## config.mk

```make
export PLATFORM = sky130hd
export DESIGN_NAME = braille_display_sequencer
export DESIGN_NICKNAME = d
export VERILOG_FILES = /design/src/rtl/braille_seq_pkg.sv /design/src/rtl/braille_cell_fifo.sv /design/src/rtl/braille_display_sequencer.sv
export SDC_FILE = /design/constraint.sdc
export NUM_CORES = 1
export LEC_CHECK = 0
export CORE_MARGIN = 10
export CORE_UTILIZATION = 25
export CTS_BUF_LIST = sky130_fd_sc_hd__clkbuf_8
export DETAILED_ROUTE_END_ITERATION = 16
export PLACE_DENSITY = 0.44
export SYNTH_ARGS = -nofsm -noshare
export SYNTH_HDL_FRONTEND = slang
export SYNTH_SLANG_ARGS = --single-unit
```

## constraint.sdc

```tcl
create_clock -name clk -period 3.3 [get_ports clk]
set_input_delay 0.66 -clock clk [delete_from_list [all_inputs] [get_ports clk]]
set_output_delay 0.66 -clock clk [all_outputs]
set_load 0.05 [all_outputs]
```

## src/rtl/braille_seq_pkg.sv

```systemverilog
// Shared widths, state encoding and digit-enable codes for the Braille display sequencer.
package braille_seq_pkg;

  localparam int CELL_W = 6;
  localparam int SEG_W  = 7;

  typedef enum logic [1:0] {
    IDLE = 2'd0,
    LOAD = 2'd1,
    SHOW = 2'd2
  } state_t;

  localparam logic [1:0] DIG_HI  = 2'b10;
  localparam logic [1:0] DIG_LO  = 2'b01;
  localparam logic [1:0] DIG_OFF = 2'b00;

endpackage

```

## src/rtl/braille_cell_fifo.sv

```systemverilog
// Small cell FIFO: naturally wrapping pointers, separate occupancy count, synchronous reset.
module braille_cell_fifo
  import braille_seq_pkg::*;
#(
  parameter int DEPTH = 4
) (
  input  logic                       clk,
  input  logic                       rst,
  input  logic                       push,
  input  logic                       pop,
  input  logic [1:CELL_W]            din,
  output logic [1:CELL_W]            dout,
  output logic                       full,
  output logic                       empty,
  output logic [$clog2(DEPTH):0]     count
);

  localparam int AW = $clog2(DEPTH);

  logic [1:CELL_W] mem [DEPTH];
  logic [AW-1:0]   wr_ptr;
  logic [AW-1:0]   rd_ptr;
  logic            do_push;
  logic            do_pop;

  assign full    = (count == (AW+1)'(DEPTH));
  assign empty   = (count == '0);
  assign do_push = push && !full;
  assign do_pop  = pop && !empty;
  assign dout    = mem[rd_ptr];

  // Storage array; contents are don't-care until written.
  always_ff @(posedge clk) begin
    if (do_push && !rst) mem[wr_ptr] <= din;
  end

  // Pointer and occupancy bookkeeping; a simultaneous push and pop leaves count unchanged.
  always_ff @(posedge clk) begin
    if (rst) begin
      wr_ptr <= '0;
      rd_ptr <= '0;
      count  <= '0;
    end else begin
      if (do_push) wr_ptr <= wr_ptr + AW'(1);
      if (do_pop)  rd_ptr <= rd_ptr + AW'(1);
      unique case ({do_push, do_pop})
        2'b10:   count <= count + (AW+1)'(1);
        2'b01:   count <= count - (AW+1)'(1);
        default: count <= count;
      endcase
    end
  end

endmodule

```

## src/rtl/braille_display_sequencer.sv

```systemverilog
// Sequences buffered Braille cells through the external converter and multiplexes two digits.
//
//   state | meaning
//   IDLE  | display blank, waiting for a queued cell
//   LOAD  | cell presented to converter for one cycle, digit codes captured at the edge
//   SHOW  | captured codes shown for DWELL cycles, digits alternating every SCAN cycles
module braille_display_sequencer
  import braille_seq_pkg::*;
#(
  parameter int DEPTH = 4,
  parameter int DWELL = 1000,
  parameter int SCAN  = 16
) (
  input  logic              clk,
  input  logic              rst,
  input  logic              in_valid,
  input  logic [1:CELL_W]   in_cell,
  output logic              in_ready,
  output logic [1:CELL_W]   conv_cell,
  input  logic [1:SEG_W]    conv_o1,
  input  logic [1:SEG_W]    conv_o0,
  output logic [1:SEG_W]    seg,
  output logic [1:0]        dig,
  output logic              busy,
  output logic              cell_done
);

  localparam int DW_W = (DWELL > 1) ? $clog2(DWELL) : 1;
  localparam int SC_W = (SCAN > 1) ? $clog2(SCAN) : 1;
  localparam int CN_W = $clog2(DEPTH) + 1;

  state_t            state, state_nxt;
  logic [DW_W-1:0]   dwell;
  logic [SC_W-1:0]   scan;
  logic              sel;
  logic [1:SEG_W]    hi, lo;
  logic              fifo_full, fifo_empty, pop, dwell_last;
  logic [CN_W-1:0]   fifo_count;
  logic [1:CELL_W]   head;

  braille_cell_fifo #(.DEPTH(DEPTH)) u_fifo (
    .clk   (clk),
    .rst   (rst),
    .push  (in_valid && in_ready),
    .pop   (pop),
    .din   (in_cell),
    .dout  (head),
    .full  (fifo_full),
    .empty (fifo_empty),
    .count (fifo_count)
  );

  // Ready depends only on the registered count, never on a same-cycle pop.
  assign in_ready   = !fifo_full;
  assign dwell_last = (dwell == DW_W'(DWELL - 1));

  // Next-state, pop and display decode; outputs derive from registers only.
  always_comb begin
    state_nxt = state;
    pop       = 1'b0;
    seg       = '0;
    dig       = DIG_OFF;
    cell_done = 1'b0;
    busy      = (state != IDLE) || (fifo_count != '0);
    unique case (state)
      IDLE: begin
        if (!fifo_empty) begin
          pop       = 1'b1;
          state_nxt = LOAD;
        end
      end
      LOAD: state_nxt = SHOW;
      SHOW: begin
        seg       = sel ? hi : lo;
        dig       = sel ? DIG_HI : DIG_LO;
        cell_done = dwell_last;
        if (dwell_last) begin
          pop       = !fifo_empty;
          state_nxt = fifo_empty ? IDLE : LOAD;
        end
      end
      default: state_nxt = IDLE;
    endcase
  end

  // State register, converter input, digit latches and dwell/scan counters.
  always_ff @(posedge clk) begin
    if (rst) begin
      state     <= IDLE;
      conv_cell <= '0;
      hi        <= '0;
      lo        <= '0;
      dwell     <= '0;
      scan      <= '0;
      sel       <= 1'b0;
    end else begin
      state <= state_nxt;
      if (pop) conv_cell <= head;
      if (state == LOAD) begin
        hi    <= conv_o1;
        lo    <= conv_o0;
        dwell <= '0;
        scan  <= '0;
        sel   <= 1'b1;
      end else if (state == SHOW) begin
        dwell <= dwell + DW_W'(1);
        if (scan == SC_W'(SCAN - 1)) begin
          scan <= '0;
          sel  <= ~sel;
        end else begin
          scan <= scan + SC_W'(1);
        end
      end
    end
  end

endmodule

```

* Word level (Yosys, flattened, before mapping)
Memory sizes are Yosys's and may differ from the RTL's. A register that Yosys moved wholly into a read port is not among the register bits.
Index checks and enable logic that the tools add are counted.
** Word-level totals
- Memories :: 1
- Output and inout bits :: 18
- Input bits :: 23
- Register bits after elaboration :: 38
- RAM bits :: 24
** Cells by class
- Reductions and logical operators :: 18
- Bitwise gates (word level) :: 1
- Add/subtract/negate cells :: 6
- Mux-type cells :: 19
- Eq/ne operators :: 9
** Memories
- u_fifo.mem :: depth 4, width 6, rd ports 1, clocked after memory_dff 1, wr ports 1, RTL line braille_cell_fifo.sv:20 : logic [1:CELL_W] mem [DEPTH];
** Operators by type and width (number)
- $mux 7 :: 2
- $add 10x1->10 const B :: 1
- $eq 10x10->1 const B :: 1
- $mux 1 :: 9
- $mux 2 :: 4
- $reduce_bool 2->1 :: 4
- $pmux 2 s3 :: 1
- $pmux 3 s2 :: 1
- $add 2x1->2 const B :: 2
- $add 4x1->4 const B :: 1
- $eq 2x1->1 const B :: 2
- $eq 2x2->1 const B :: 2
- $eq 4x4->1 const B :: 1
- $logic_and 1x1->1 :: 4
- $mux 4 :: 1
- $ne 2x2->1 const B :: 2
- $reduce_and 2->1 :: 2
- $add 3x1->3 const B :: 1
- $eq 3x3->1 const B :: 1
- $logic_not 1->1 :: 3
- $logic_not 3->1 :: 1
- $reduce_bool 3->1 :: 1
- $sub 3x1->3 const B :: 1
- $logic_not 2->1 :: 1
- 4 further kinds :: 4

* Depth between registers and ports, before layout
- Depth after elaboration :: 7
- Gate-level depth with buffers :: 11
- Depth with buffers taken out :: 11

* By module
Synthesis repeated with hierarchy kept, for this count alone.
** Unflattened totals
- Cell total of the unflattened synthesis :: 276
- Area total of the unflattened synthesis :: 3124.2 um^2
** By module, submodules not included
- braille_display_sequencer :: cells each 191, area each 1771.7 um^2, times used 1
- braille_cell_fifo :: cells each 85, area each 1352.5 um^2, times used 1

* Least setup slack after synthesis
No wires, ideal clock.
- Kind :: register to output
- Start :: register dwell[0]
- End :: output port cell_done
- Data required time :: 2640 ps
- Arrival :: 1831 ps
- Path slack :: 809 ps
- Stages on the path, launching flop included :: 4
- Path through :: dfxtp_1 -> ha_1 -> nand4bb_4 -> nor3_1
** On the way
- Cells in the longest elaborated chain, start to end :: 2
** RTL lines
- start: declaration :: RTL line braille_display_sequencer.sv:33 : logic [DW_W-1:0] dwell;
- start signal: assignment :: RTL line braille_display_sequencer.sv:106 : dwell <= dwell + DW_W'(1);
- $eq 10x10->1 :: RTL line braille_display_sequencer.sv:55 : assign dwell_last = (dwell == DW_W'(DWELL - 1));
- $mux 1 :: RTL line braille_display_sequencer.sv:65 : unique case (state)
- end: declaration :: RTL line braille_display_sequencer.sv:25 : output logic cell_done
No other way between the ends.

* Final worst setup path
- Start :: register state[0]
- End :: output port seg[6] in the netlist's numbering
** On the way
- Cells in the longest elaborated chain, start to end :: 2
** RTL lines
- start: declaration :: RTL line braille_display_sequencer.sv:32 : state_t state, state_nxt;
- start signal: assignment :: RTL line braille_display_sequencer.sv:97 : state <= state_nxt;
- $eq 2x2->1 :: RTL line braille_display_sequencer.sv:65
- $mux 7 :: RTL line braille_display_sequencer.sv:65
- end: declaration :: RTL line braille_display_sequencer.sv:22 : output logic [1:SEG_W] seg,
No other way between the ends.

==> run summary <==
I/O Buffers -> 40
Worst slack at placement -> 672 ps
Int Pwr -> 1.78 mW
Site Rows -> 39
Area of the multi-input gates -> 0.00129 mm2
Die area -> 0.0167 mm2
DRT Wirelength -> 6430 um
Outcome -> completed
Ranking of synthesized cells by area -> dfxtp_1 (29%), edfxtp_1 (24%), mux2i_1 (8.0%)
Max frequency -> 350 MHz
Layout cells sized above 1 -> 8.83%
Synth top cells by count -> dfxtp_1 (44), nor2_1 (33), edfxtp_1 (24), mux2i_1 (24), a21oi_1 (16)
Post-CTS setup buffer count -> 0
Met3 usage -> 3.02%
CTS clk-pin slew, worst paths -> 70 ps
GRT met2 Usage -> 13.7%
# diodes -> 0
Maximum vdd drop -> 0.000240 V
Pleak -> 1.26 nW
Post-synth ARST share -> 0%
Initial antenna violation count -> 0
Final nets -> 347
Unrepaired setup endpoints after global routing -> false
Worst-Skew Late Latency -> 340 ps
Setup Viol. Count Final -> 0
Cells after Synth -> 272
Post-DRT Antenna Nets -> 0
Register area -> 0.00160 mm2
GRT overflow -> 0
EDFF count, synth -> 24
Drt pass-1 iters -> 4
Hpwl dp -> 4540 um
Post-synth top area cell -> dfxtp_1
Combinational fraction of design power -> 35.5%
Seq/Total Area, Yosys -> 53.6%
Synth unique cells -> 33
Post-Syn Area -> 0.00299 mm2
Crit-path max FO -> 21
CP required -> 2640 ps
Slew @ Worst Pin -> 862 ps
Part of the power in registers -> 39.8%
Ys flop type -> dfxtp_1
Fin crit period -> 2850 ps
Hold_buf cts -> 0
Largest net degree at the start of global routing -> 33
Iter 0 DRT Violations -> 90
Syn. warnings -> 0
Area Growth Syn to Fin -> 25.0%
Fillers -> 1,180
IO Pins -> 41
CTS tree -> done
CTS sink cnt -> 68
Startpoint Class -> register
Crit share post-route -> 86.5%
Final hold violations -> 0
Switching Share -> 35.8%
Post_cts resized -> 0
Final Wtd Congestion -> 0.694
Detailed-route wire length per cell -> 14.0 um
Core region area -> 0.0116 mm2
Setup TNS -> 0 ps
Die width -> 129 um
NetSw -> 0.989 mW
Min setup slack post-route -> 445 ps
Via Count -> 2,036
Die Span Y -> 129 um
Residual DRC count -> 0
Worst Setup End Kind -> primary output
H-tree levels -> 3
Synth Register Bits -> 68
Crit Path Class -> register to primary output
Syn_area_per_cell -> 11.0 um2
Vias/cell -> 4.43
Max Slew Vio Count -> 0
CTS root buffer -> clkbuf_8
WP data arrival -> 2190 ps
Post-synth top area share -> 29.5%
Initial Util -> 25.8%
Net Count, Synth -> 307
First-pass GRT wire length -> 10,700 um
Max clock buf depth -> 2
Total GRT Usage -> 8.10%
Max_cap viols -> 0
Worst slew margin -> 42.0%
GR met1 Demand/Resource -> 9.14%
Total CTS buffers -> 9
Top Usage Layer GRT -> met2
Clock power share -> 24.7%
Number of global-route vias before repair -> 2,100
Hold Path Class -> register to register
Most numerous cell in the Yosys netlist -> dfxtp_1
P per Cell Area -> 740 mW/mm2
Worst Clk Skew -> 11.8 ps
## metrics by stage
step / hold WS [ps] / cell area, um2 / total power, mW / utilization (%) / cells
CTS: 502 / 3730 / 2.82 / 32.3 / 460
global placement: 475 / 3540 / 2.12 / 30.6 / 444
finish: 494 / 3730 / 2.76 / 32.3 / 460
detailed placement: 483 / 3540 / 2.12 / 30.6 / 444
global route: 522 / 3730 / 2.97 / 32.3 / 460
floorplan: 460 / 2990 / 1.83 / - / 272
## cell type report
type	instances	area share [%]
inverters	10	1.01
repair buffers	44	11.5
flip-flops and latches	68	42.9
clock inverters	5	1.24
well taps	143	4.79
clock buffers	11	4.05
multi-input cells	179	34.6
## path summary, 6_finish.rpt
path | start | end | slack [ps] | cells past startpoint
max | state[0] | seg[6] | 450 | 5
min | lo[2] | lo[2] | 490 | 2
max reg2reg | dwell[0] | u_fifo.count[2] | 670 | 10
min reg2reg | lo[2] | lo[2] | 490 | 2
## power by group through the flow
| stage | Clock (mW) | Combinational (mW) | Sequential [mW] |
|---|---|---|---|
| after floorplan | 0 | 0.667 | 1.16 |
| after global placement | 0 | 0.997 | 1.13 |
| after detailed placement | 0 | 0.999 | 1.13 |
| after CTS | 0.711 | 1.00 | 1.11 |
| after global routing | 0.748 | 1.09 | 1.13 |
| final | 0.683 | 0.981 | 1.10 |
## worst max-delay path, stage by stage, from the launching register on
cell	delay (ps)
dfxtp_1	330
inv_1	100
ha_1	170
buf_4	270
nor2b_1	180
clkdlybuf4s50_1	820
## cells by family (layout without fill, tap and decap cells)
kind of cell    after synthesis  after routing  share of synthesized area, %
compound gates               36             36                          6.83
xor+xnor                     11             11                          3.22
fa+ha+maj                    12             12                          5.28
buf+inv                      25             70                          3.18
flops                        68             68                          53.6
mux                          31             31                          12.9
simple gates                 89             89                          15.0
## metal layers
metal	up-vias	part of all wire, %
met4	0	1.2
li1	1033	-
met5	-	0
met2	31	50
met3	9	5.4
met1	963	43
## placed cells by master (no fill, tap or decap), types with 11 or more instances in the layout
cell	n
nor2_1	33
ha_1	11
a21oi_1	16
inv_1	13
nand2_1	12
nand3_1	12
o21ai_0	12
dfxtp_1	44
clkbuf_8	11
clkdlybuf4s50_1	39
mux2i_1	24
edfxtp_1	24
## sequential cells by signal (all words and copies together), names as in the netlist, 3 cells and up
register and flops:
conv_cell 6, dwell 10, hi 7, lo 7, scan 4, u_fifo.count 3
u_fifo.mem 24
Note: power is estimated with default switching activity, not from simulation.
